File: src/rtl/grid_pkg.sv
// Shared types and neighbour arithmetic for the grid BFS engine.
package grid_pkg;

  typedef enum logic [2:0] {
    StIdle,
    StInit,
    StPop,
    StExpand,
    StTrace,
    StFinish
  } state_e;

  localparam logic [1:0] DIR_UP    = 2'd0;
  localparam logic [1:0] DIR_LEFT  = 2'd1;
  localparam logic [1:0] DIR_RIGHT = 2'd2;
  localparam logic [1:0] DIR_DOWN  = 2'd3;

  typedef struct packed {
    logic        ok;
    logic [31:0] idx;
  } nbr_t;

  // Neighbour of node u in direction dir; ok=0 when it would leave the grid.
  function automatic nbr_t nbr_idx(input int unsigned u, input logic [1:0] dir,
                                   input int unsigned rows, input int unsigned cols);
    int unsigned row;
    int unsigned col;
    nbr_t        r;
    row   = u / cols;
    col   = u % cols;
    r.ok  = 1'b0;
    r.idx = '0;
    case (dir)
      DIR_UP: begin
        r.ok = (row > 0);
        if (r.ok) r.idx = u - cols;
      end
      DIR_LEFT: begin
        r.ok = (col > 0);
        if (r.ok) r.idx = u - 1;
      end
      DIR_RIGHT: begin
        r.ok = (col + 1 < cols);
        if (r.ok) r.idx = u + 1;
      end
      default: begin
        r.ok = (row + 1 < rows);
        if (r.ok) r.idx = u + cols;
      end
    endcase
    return r;
  endfunction

endpackage

File: src/rtl/grid_bfs_fifo.sv
// Circular FIFO for the BFS frontier; clear with simultaneous push restarts at entry 0.
module grid_bfs_fifo #(
  parameter int unsigned Depth = 9,
  parameter int unsigned Width = 4
) (
  input  logic             clk_i,
  input  logic             reset_ni,
  input  logic             clear_i,
  input  logic             push_i,
  input  logic [Width-1:0] data_i,
  input  logic             pop_i,
  output logic [Width-1:0] data_o,
  output logic             empty_o
);

  localparam int unsigned PtrW = (Depth > 1) ? $clog2(Depth) : 1;

  logic [Width-1:0] mem_q [Depth];
  logic [PtrW-1:0]  head_q, head_d;
  logic [PtrW-1:0]  tail_q, tail_d;
  logic [PtrW:0]    count_q, count_d;
  logic             pop_eff;

  function automatic logic [PtrW-1:0] ptr_inc(input logic [PtrW-1:0] p);
    return (p == PtrW'(Depth - 1)) ? '0 : p + PtrW'(1);
  endfunction

  assign empty_o = (count_q == '0);
  assign data_o  = mem_q[head_q];
  assign pop_eff = pop_i && !empty_o;

  always_comb begin
    head_d  = head_q;
    tail_d  = tail_q;
    count_d = count_q;
    if (clear_i) begin
      head_d  = '0;
      tail_d  = push_i ? ptr_inc('0) : '0;
      count_d = push_i ? (PtrW+1)'(1) : '0;
    end else begin
      if (push_i)  tail_d = ptr_inc(tail_q);
      if (pop_eff) head_d = ptr_inc(head_q);
      count_d = count_q + (PtrW+1)'(push_i) - (PtrW+1)'(pop_eff);
    end
  end

  always_ff @(posedge clk_i) begin
    if (!reset_ni) begin
      head_q  <= '0;
      tail_q  <= '0;
      count_q <= '0;
    end else begin
      head_q  <= head_d;
      tail_q  <= tail_d;
      count_q <= count_d;
    end
  end

  always_ff @(posedge clk_i) begin
    if (push_i) mem_q[clear_i ? '0 : tail_q] <= data_i;
  end

endmodule

File: src/rtl/grid_bfs_path_engine.sv
// Breadth-first shortest-path search on a ROWS x COLS grid with parent-chain path trace.
module grid_bfs_path_engine
  import grid_pkg::*;
#(
  parameter int unsigned ROWS = 3,
  parameter int unsigned COLS = 3
) (
  input  logic                      clk_i,
  input  logic                      reset_ni,
  input  logic                      start_i,
  input  logic [ROWS*COLS-1:0]      cell_enable_i,
  input  logic [$clog2(ROWS*COLS)-1:0] source_i,
  input  logic [$clog2(ROWS*COLS)-1:0] destination_i,
  output logic                      busy_o,
  output logic                      done_o,
  output logic                      found_o,
  output logic [$clog2(ROWS*COLS):0] shortest_distance_o,
  output logic [ROWS*COLS-1:0]      path_out_o
);

  localparam int unsigned N      = ROWS * COLS;
  localparam int unsigned IDX_W  = $clog2(N);
  localparam int unsigned DIST_W = $clog2(N) + 1;

  state_e state_q, state_d;

  logic [N-1:0]      enable_q, enable_d;
  logic [IDX_W-1:0]  src_q, src_d;
  logic [IDX_W-1:0]  dst_q, dst_d;
  logic [N-1:0]      visited_q, visited_d;
  logic [IDX_W-1:0]  parent_q [N];
  logic [IDX_W-1:0]  parent_d [N];
  logic [DIST_W-1:0] dist_q [N];
  logic [DIST_W-1:0] dist_d [N];
  logic [IDX_W-1:0]  u_q, u_d;
  logic [1:0]        dir_q, dir_d;
  logic [IDX_W-1:0]  cur_q, cur_d;
  logic [N-1:0]      trace_q, trace_d;
  logic              found_q, found_d;
  logic [DIST_W-1:0] sdist_q, sdist_d;
  logic [N-1:0]      path_q, path_d;

  logic             fifo_clear, fifo_push, fifo_pop, fifo_empty;
  logic [IDX_W-1:0] fifo_wdata, fifo_rdata;

  nbr_t             nbr;
  logic [IDX_W-1:0] v;
  logic             qualify, hit, req_bad, same;

  grid_bfs_fifo #(
    .Depth(N),
    .Width(IDX_W)
  ) u_fifo (
    .clk_i   (clk_i),
    .reset_ni(reset_ni),
    .clear_i (fifo_clear),
    .push_i  (fifo_push),
    .data_i  (fifo_wdata),
    .pop_i   (fifo_pop),
    .data_o  (fifo_rdata),
    .empty_o (fifo_empty)
  );

  assign nbr     = nbr_idx(32'(u_q), dir_q, ROWS, COLS);
  assign v       = IDX_W'(nbr.idx);
  assign qualify = nbr.ok && (nbr.idx < N) && enable_q[v] && !visited_q[v];
  assign hit     = qualify && (v == dst_q);
  assign req_bad = (32'(src_q) >= N) || (32'(dst_q) >= N) || !enable_q[src_q] || !enable_q[dst_q];
  assign same    = (src_q == dst_q);

  // State register.
  always_ff @(posedge clk_i) begin
    if (!reset_ni) state_q <= StIdle;
    else           state_q <= state_d;
  end

  // Next-state logic.
  always_comb begin
    state_d = state_q;
    unique case (state_q)
      StIdle:   if (start_i) state_d = StInit;
      StInit:   state_d = (req_bad || same) ? StFinish : StPop;
      StPop:    state_d = fifo_empty ? StFinish : StExpand;
      StExpand: begin
        if (hit)                    state_d = StTrace;
        else if (dir_q == DIR_DOWN) state_d = StPop;
      end
      StTrace:  if (cur_q == src_q) state_d = StFinish;
      StFinish: state_d = StIdle;
      default:  state_d = StIdle;
    endcase
  end

  // Outputs.
  always_comb begin
    busy_o = (state_q != StIdle) && (state_q != StFinish);
    done_o = (state_q == StFinish);
  end

  assign found_o             = found_q;
  assign shortest_distance_o = sdist_q;
  assign path_out_o          = path_q;

  // Datapath next-state.
  always_comb begin
    enable_d   = enable_q;
    src_d      = src_q;
    dst_d      = dst_q;
    visited_d  = visited_q;
    parent_d   = parent_q;
    dist_d     = dist_q;
    u_d        = u_q;
    dir_d      = dir_q;
    cur_d      = cur_q;
    trace_d    = trace_q;
    found_d    = found_q;
    sdist_d    = sdist_q;
    path_d     = path_q;
    fifo_clear = 1'b0;
    fifo_push  = 1'b0;
    fifo_pop   = 1'b0;
    fifo_wdata = v;
    unique case (state_q)
      StIdle: begin
        if (start_i) begin
          enable_d = cell_enable_i;
          src_d    = source_i;
          dst_d    = destination_i;
          found_d  = 1'b0;
          sdist_d  = '1;
          path_d   = '0;
        end
      end
      StInit: begin
        visited_d  = '0;
        trace_d    = '0;
        fifo_clear = 1'b1;
        for (int k = 0; k < N; k++) parent_d[k] = '0;
        if (!req_bad) begin
          visited_d[src_q] = 1'b1;
          dist_d[src_q]    = '0;
          fifo_push        = 1'b1;
          fifo_wdata       = src_q;
          if (same) begin
            found_d = 1'b1;
            sdist_d = '0;
            path_d  = N'(1) << src_q;
          end
        end
      end
      StPop: begin
        if (!fifo_empty) begin
          fifo_pop = 1'b1;
          u_d      = fifo_rdata;
          dir_d    = DIR_UP;
        end
      end
      StExpand: begin
        if (qualify) begin
          visited_d[v] = 1'b1;
          parent_d[v]  = u_q;
          dist_d[v]    = dist_q[u_q] + DIST_W'(1);
          fifo_push    = 1'b1;
        end
        if (hit) cur_d = dst_q;
        else     dir_d = dir_q + 2'd1;
      end
      StTrace: begin
        if (cur_q == src_q) begin
          found_d = 1'b1;
          sdist_d = dist_q[dst_q];
          path_d  = trace_q | (N'(1) << src_q);
        end else begin
          trace_d = trace_q | (N'(1) << cur_q);
          cur_d   = parent_q[cur_q];
        end
      end
      default: ;
    endcase
  end

  always_ff @(posedge clk_i) begin
    if (!reset_ni) begin
      enable_d_unused_guard: begin end
      enable_q  <= '0;
      src_q     <= '0;
      dst_q     <= '0;
      visited_q <= '0;
      for (int k = 0; k < N; k++) begin
        parent_q[k] <= '0;
        dist_q[k]   <= '0;
      end
      u_q     <= '0;
      dir_q   <= '0;
      cur_q   <= '0;
      trace_q <= '0;
      found_q <= 1'b0;
      sdist_q <= '1;
      path_q  <= '0;
    end else begin
      enable_q  <= enable_d;
      src_q     <= src_d;
      dst_q     <= dst_d;
      visited_q <= visited_d;
      parent_q  <= parent_d;
      dist_q    <= dist_d;
      u_q       <= u_d;
      dir_q     <= dir_d;
      cur_q     <= cur_d;
      trace_q   <= trace_d;
      found_q   <= found_d;
      sdist_q   <= sdist_d;
      path_q    <= path_d;
    end
  end

endmodule

File: config.mk
export PLATFORM = sky130hd
export DESIGN_NAME = grid_bfs_path_engine
export DESIGN_NICKNAME = d
export VERILOG_FILES = /design/src/rtl/grid_pkg.sv /design/src/rtl/grid_bfs_fifo.sv /design/src/rtl/grid_bfs_path_engine.sv
export SDC_FILE = /design/constraint.sdc
export NUM_CORES = 1
export LEC_CHECK = 0
export BUFFER_PORTS_ARGS = -buffer_cell sky130_fd_sc_hd__buf_2
export CORE_MARGIN = 2
export CORE_UTILIZATION = 55
export CTS_BUF_LIST = sky130_fd_sc_hd__clkbuf_2 sky130_fd_sc_hd__clkbuf_4 sky130_fd_sc_hd__clkbuf_8
export DETAILED_ROUTE_END_ITERATION = 7
export MAX_ROUTING_LAYER = met4
export PLACE_DENSITY = 0.81
export SLEW_MARGIN = 5
export SYNTH_ARGS = -nofsm -noshare
export SYNTH_HDL_FRONTEND = slang
export SYNTH_SLANG_ARGS = --single-unit
File: constraint.sdc
create_clock -name clk_i -period 6.03 [get_ports clk_i]
set_input_delay 1.206 -clock clk_i [delete_from_list [all_inputs] [get_ports clk_i]]
set_output_delay 1.206 -clock clk_i [all_outputs]
set_load 0.05 [all_outputs]
* Yosys cells after proc, flatten, opt, wreduce, memory -nomap -nowiden
Memory sizes are Yosys's and may differ from the RTL's. A register that Yosys moved wholly into a read port is not among the register bits.
Index checks and enable logic that the tools add are counted.
Widths: inputs -> output; s select.
** Operators by class
- Muxes and demuxes :: 90
- Reduce and logical (&&, ||, !) cells :: 39
- Order comparisons :: 19
- Bitwise operators :: 12
- Shifts and indexed selects :: 2
- Add/sub/neg operators :: 12
- Equal/unequal tests :: 24
- Div/mod/pow operators :: 2
** Operators by type and width (number)
- $pmux 33 s3 :: 1
- $mux 45 :: 2
- $pmux 45 s2 :: 1
- $pmux 36 s2 :: 1
- $mux 5 :: 13
- $add 32x1->32 const B :: 2
- $gt 32x1->1 const B :: 2
- $lt 32x2->1 const B :: 2
- $mux 32 :: 2
- $mux 9 :: 7
- $mux 4 :: 12
- $and 45x45->45 :: 1
- $bwmux 45 :: 1
- $not 45->45 :: 1
- $bmux 5 s4 :: 2
- $demux 5 s4 :: 2
- $bwmux 36 :: 1
- $mux 36 :: 1
- $pmux 9 s2 :: 2
- $div 4x2->32 const B :: 1
- $lt 32x4->1 const B :: 1
- $mod 4x2->32 const B :: 1
- $or 9x9->9 :: 3
- $pmux 9 s3 :: 1
- 51 further kinds :: 137
** Storage, ports and cells
- Output and inout bits :: 17
- Register bits :: 153
- Logic and storage cells :: 233
- Memories kept :: 1
- Bits in writable memories :: 36
- Bits of input ports :: 20
** Memories
- u_fifo.mem_q :: depth 9, width 4, rd ports 1, clocked after memory_dff 1, wr ports 1, RTL line grid_bfs_fifo.sv:18 : logic [Width-1:0] mem_q [Depth];

* Logic depth before layout (Yosys ltp)
- Depth after elaboration :: 14
- Depth in mapped cells :: 33
- Depth with buffers taken out :: 25

* Modules after synthesis
From an unflattened synthesis, not the netlist that was laid out.
** Unflattened totals
- Cell total of the unflattened synthesis :: 1214
- Area, all modules :: 11033.1 um^2
** By module, submodules not included
- grid_bfs_path_engine :: times used 1, cells an instance 1034, area each 8689.6 um^2, sequential area each 2882.8 um^2
- grid_bfs_fifo :: times used 1, cells an instance 180, area each 2343.5 um^2, sequential area each 1421.4 um^2

* Least setup slack after synthesis
No wires, ideal clock.
- Path kind :: register to register
- Start :: register u_q[2] (read register of u_fifo.mem_q)
- End :: register u_fifo.count_q[4]
- Stages on the path, launching flop included :: 34
- Path buffers :: 9
- Library setup time :: 0.070 ns
- Clock period less this slack :: 6.090 ns
- Required time :: 5.960 ns
- Arrival :: 6.020 ns
- Slack :: -0.060 ns
- Cell sequence :: dfxtp_1 -> clkbuf_1 -> clkbuf_1 -> clkbuf_1 -> ha_1 -> and2b_1 -> o211ai_1 -> and3_1 -> inv_1 -> ha_1 -> clkbuf_1 -> a211o_1 -> nor3b_4 -> a22o_1 -> o2111a_1 -> buf_4 -> and4_1 -> nor3_2 -> buf_2 -> a2111oi_2 -> o21ai_2 -> nand4_1 -> buf_2 -> buf_4 -> buf_6 -> nand2_1 -> ha_1 -> inv_1 -> fa_1 -> inv_1 -> a21oi_1 -> nor2_1 -> or3_1 -> a21oi_1
** On the way
- Longest elaborated chain between the ends :: 14
- Elaborated cells on any way between the ends :: 31
- Classes of those cells :: 8 x add/sub; 2 x div; 5 x order compare; 12 x mux; 4 x reduce/logical
** Ends and longest elaborated chain
- start, declared :: RTL line grid_bfs_path_engine.sv:35 : logic [IDX_W-1:0] u_q, u_d;
- $div 4x2->32 / $mod 4x2->32 (equally long branches) :: RTL line grid_pkg.sv:29, grid_pkg.sv:30
- $add 32x1->32, on equally long branches :: RTL line grid_pkg.sv:47, grid_pkg.sv:43
- $lt 32x2->1, on equally long branches :: RTL line grid_pkg.sv:47, grid_pkg.sv:43
- $mux 5, on equally long branches :: RTL line grid_pkg.sv:48, grid_pkg.sv:44
- $pmux 33 s3 * :: RTL line grid_pkg.sv:33 : case (dir)
- $lt 32x4->1 / $bmux 1 s4 (equally long branches) :: RTL line grid_bfs_path_engine.sv:66 : assign qualify = nbr.ok && (nbr.idx < N) && enable_q[v] && !visited_q[v];
- $logic_and 1x1->1 / $mux 1 (equally long branches) :: RTL line grid_bfs_path_engine.sv:66
- $logic_and 1x1->1 / $logic_not 1->1 (equally long branches) :: RTL line grid_bfs_path_engine.sv:66
- $logic_and 1x1->1 * :: RTL line grid_bfs_path_engine.sv:66
- $mux 1 * :: RTL line grid_bfs_path_engine.sv:159 : if (qualify) begin
- $pmux 1 s2 * :: RTL line grid_bfs_path_engine.sv:123 : unique case (state_q)
- $add 5x1->5 * :: RTL line grid_bfs_fifo.sv:43 : count_d = count_q + (PtrW+1)'(push_i) - (PtrW+1)'(pop_eff);
- $sub 5x1->5 * :: RTL line grid_bfs_fifo.sv:43
- $mux 5 * :: RTL line grid_bfs_fifo.sv:36 : if (clear_i) begin
- end signal, assigned :: RTL line grid_bfs_fifo.sv:55 : count_q <= count_d;
- end, declared :: RTL line grid_bfs_fifo.sv:21 : logic [PtrW:0] count_q, count_d;
Mark *: on every way between the ends. The rest lies on a longest branch, timed or not. The select of a mux whose other input is x is not followed.
A chain may end at the register's enable or synchronous reset.

* Worst setup path in the final report
Same ends and word-level chain as after synthesis.

==> results summary <==
For the pin with the worst max-slew slack, the measured transition is 1.310 ns. The number of inserted diodes came out at 0. After clock tree synthesis, the clock-pin slew on the worst setup and hold paths is 0.12 ns. The run finished with clean final reports. The count of final max-slew check failures is 0. The clock drives 193 sinks. For this design, the CTS-stage hold fixing added 0 buffers.

The clock latency on the worst-skew pair is 0.50 ns. The arrival time of the worst setup path is 6.05 ns. The post-placement setup slack is 0.2457 ns. The number of buffers on the longest clock path came out at 2. The global routing met2 resource utilization is 0.4764. Across the run, the number of max-cap violations was 0. The post-route antenna net violation count came out at 0. The cell at the root of the clock tree is sky130_fd_sc_hd__clkbuf_8. After detailed routing, the number of remaining DRC violations is 0.

The static leakage is approximately 0.0041 uW. The fraction of the mapped netlist area in compound gates came out at 0.2267. For this run, the total global-route usage over all layers was measured as 0.3073.

The initial cell density of the core came out at 0.5570. VDD sags by at most 0.3144 mV. The count of TritonRoute iterations in the first routing pass came out at 5.

The detailed-route wire length per cell came out at roughly 21 um. The layout overhead on the synthesized area is 7.610%. The proportion of synthesized area in mux cells is 0.1166. The via count of the first global-routing pass came out at 8641. The mean cell area of the mapped netlist is 9.276 um^2. The final clock period utilization by the worst path is 0.9336.

The height of the die is 143.9 um. Across the routed clock network, the largest skew measured is 0.01220 ns. The async set-reset flop share out of synthesis is 0. The final weighted congestion in routability-driven placement is approximately 0.94. The H-tree generated during clock tree synthesis spans 4 levels. The time the worst path needs with I/O delays and setup came out at roughly 5.6 ns. The final-report hold violation count came to 0.

STA classifies the critical path endpoint as a flip-flop. The standard-cell row count came out at 51. The detailed-route wire length is 30580 um. The final worst slack is approximately 0.40 ns.

The netlist area before placement is approximately 11000 um^2. The maximum clock rate came out at 0.1776 GHz. The total setup violations reported at the end of the flow is 0. The count of buffers inserted at the top-level ports is 36. STA classifies the critical path startpoint as a flip-flop. The initial antenna violation count is 0. The largest net degree at the start of global routing is 48. The number of unique standard cell types used by synthesis is 91. The met3 track demand over resource is 0.06231. The overall power consumption is 3574 uW. The power per unit of standard cell area came out at 308.4 nW/um^2.

The wire length of the first global-routing pass is 47720 um. Of the total synthesized cell area, the portion taken by XOR and XNOR cells is 0.01627. The share of the core filled with cells in the final layout is 0.5994. The core area is ~19000 um^2. The highest-delay cell along the critical path is sky130_fd_sc_hd__ha_2. Of the total synthesized cell area, the portion taken by full adders, half adders and majority gates is 0.02742. After global routing the overflow that remains totals 0. The cell that appears most often on the critical path is sky130_fd_sc_hd__inv_1.

The share of the Yosys chip area taken by registers is 0.3922. The DRC marker count from the first detailed-route iteration came out at 1085. The count of flip-flops with a built-in enable after synthesis came out at 36.

The path class of the lowest-slack min-delay path is reg -> reg. The number of nets in the synthesized netlist is 1204. The count of pins on the block boundary is 37. The slack of the worst reg-to-reg path is 0.40 ns. By startpoint and endpoint, the worst setup path is classified as reg -> reg. The area of the die is 20720 um^2.

The number of nets in the final layout came out at around 1200. The fraction of final layout cells with drive strength greater than 1 came out at 0.1613. Of the total synthesized cell area, the portion taken by AND, OR, NAND and NOR gates is 0.1665. In this design, the largest share of critical-path delay is due to compound AO/OA/AOI/OAI gates.

After synthesis, the largest family of logic cells by area is compound AO/OA/AOI/OAI gates. The maximum fanout along the worst path is 10. The number of storage elements in the synthesis netlist came out at 193. The global routing's busiest layer is met2.

The relative slew slack came out at 0.1146. The global-route track usage on met1 came out at 0.3938. The floorplan step set the die width to 143.9 um.

The wire-length estimate of the detail-placed layout is 22250 um. The most used flip-flop cell after synthesis is sky130_fd_sc_hd__dfxtp_1. The worst stage delay on the critical path came out at 0.43 ns. The synthesized netlist cell count is around 1200.

Counting the buffers created by CTS gives 17. Yosys printed 0 warnings. The number of buffers and inverters on the critical path is 4. The via count came out at ~9300.

The via count normalized by instance count is 6.505. The CTS tree is built. Data on the critical path is required at its endpoint by 6.45 ns.
[where the power goes]
group,internal [uW],switching (uW)
clock,331,570
sequential,1410,160
combinational,355,746
[metrics by stage]
step                      std cells  hold WS [ns]  setup TNS (ns)  area (um^2)
after floorplan                1161        0.4065               0        10770
after global placement         1405        0.4164               0        11140
after detailed placement       1405        0.4206               0        11140
after CTS                      1437        0.4368               0        11570
after global routing           1437        0.4663        -0.02067        11590
final                          1437        0.4373               0        11590
[cell type report]
| cell class | count | area (um^2) |
|---|---|---|
| sequential | 193 | 4225 |
| clock inverter | 15 | 188.9 |
| clock buffer | 17 | 234.0 |
| inverter | 61 | 229.0 |
| multi-input combinational | 822 | 5989 |
| tap | 265 | 331.6 |
| fill | 1606 | 7746 |
| timing repair buffer | 64 | 390.4 |
[state kept, by name (all words and copies together), names as in the netlist, 5 cells and up]
signal / cells
visited_q: 9
dist_q: 45
shortest_distance_o: 5
enable_q: 9
u_fifo.mem_q: 36
path_out_o: 9
parent_q: 36
trace_q: 9
u_fifo.count_q: 5
[cells in the mapped netlist, types with 13 or more instances]
cell,n,area [um^2]
sky130_fd_sc_hd__xor2_1,14,122.6
sky130_fd_sc_hd__ha_1,22,275.3
sky130_fd_sc_hd__nor2b_1,13,81.33
sky130_fd_sc_hd__edfxtp_1,36,1081
sky130_fd_sc_hd__o22ai_1,35,219.0
sky130_fd_sc_hd__o2bb2ai_1,24,210.2
sky130_fd_sc_hd__mux2i_1,31,310.3
sky130_fd_sc_hd__clkbuf_1,65,244.0
sky130_fd_sc_hd__nand3_1,29,145.1
sky130_fd_sc_hd__inv_1,61,229.0
sky130_fd_sc_hd__mux4_2,40,900.9
sky130_fd_sc_hd__a21oi_1,78,390.4
sky130_fd_sc_hd__o21ai_0,41,205.2
sky130_fd_sc_hd__nand2_1,122,457.9
sky130_fd_sc_hd__dfxtp_1,157,3143
sky130_fd_sc_hd__nor2_1,103,386.6
sky130_fd_sc_hd__nor3_1,19,95.09
[final timing paths]
path,to,from,cells past startpoint
setup / recovery,u_fifo.count_q[4]$_SDFF_PP0_,u_q[2]$_SDFFE_PN0P_,25
hold / removal,parent_q[4]$_SDFFE_PN0P_,parent_q[4]$_SDFFE_PN0P_,2
setup reg to reg,u_fifo.count_q[4]$_SDFF_PP0_,u_q[2]$_SDFFE_PN0P_,25
hold reg to reg,parent_q[4]$_SDFFE_PN0P_,parent_q[4]$_SDFFE_PN0P_,2
[metal layers]
metal | vias up | share of wire
li1 | 4328 | -
met3 | 101 | 0.077
met1 | 4469 | 0.41
met2 | 450 | 0.48
met4 | 0 | 0.039
met5 | - | 0
[cell families (layout without fill, tap and decap cells)]
| kind of cell | Yosys count | in the layout |
|---|---|---|
| AOI/OAI and AO/OA | 332 | 332 |
| xor gates and xnor gates | 20 | 20 |
| adders and majority gates | 23 | 23 |
| buffers and inverters | 146 | 157 |
| DFF | 193 | 193 |
| muxes | 75 | 75 |
| and+or+nand+nor | 372 | 372 |
[tightest hold or removal path, stage by stage, from the launching register on]
cell and delay, ns:
sky130_fd_sc_hd__dfxtp_1 0.33, sky130_fd_sc_hd__nand2_1 0.05, sky130_fd_sc_hd__nor2_1 0.03
[cell usage in the layout, fill, tap and decap left out, drive strengths merged, types with 9 or more instances in the layout]
cell type,instances
dfxtp,157
nand2,123
nor2,103
a21oi,83
inv,73
buf,64
o21ai,47
o22ai,42
mux4,40
edfxtp,36
nand3,32
mux2i,31
o2bb2ai,24
ha,22
nor3,21
clkbuf,17
xor2,14
nor2b,13
nand2b,12
a32o,12
a31oi,11
o211ai,11
a211oi,11
and2,10
nand4,10
nor4,10
a311oi,9
o221a,9
[timing repair]
item / 4_1_cts / 5_1_grt
gates resized for setup: 0 / 6
setup endpoints to repair: 0 / 5
setup buffers: 0 / 0
No activity file was read; power rests on OpenSTA's default activity.
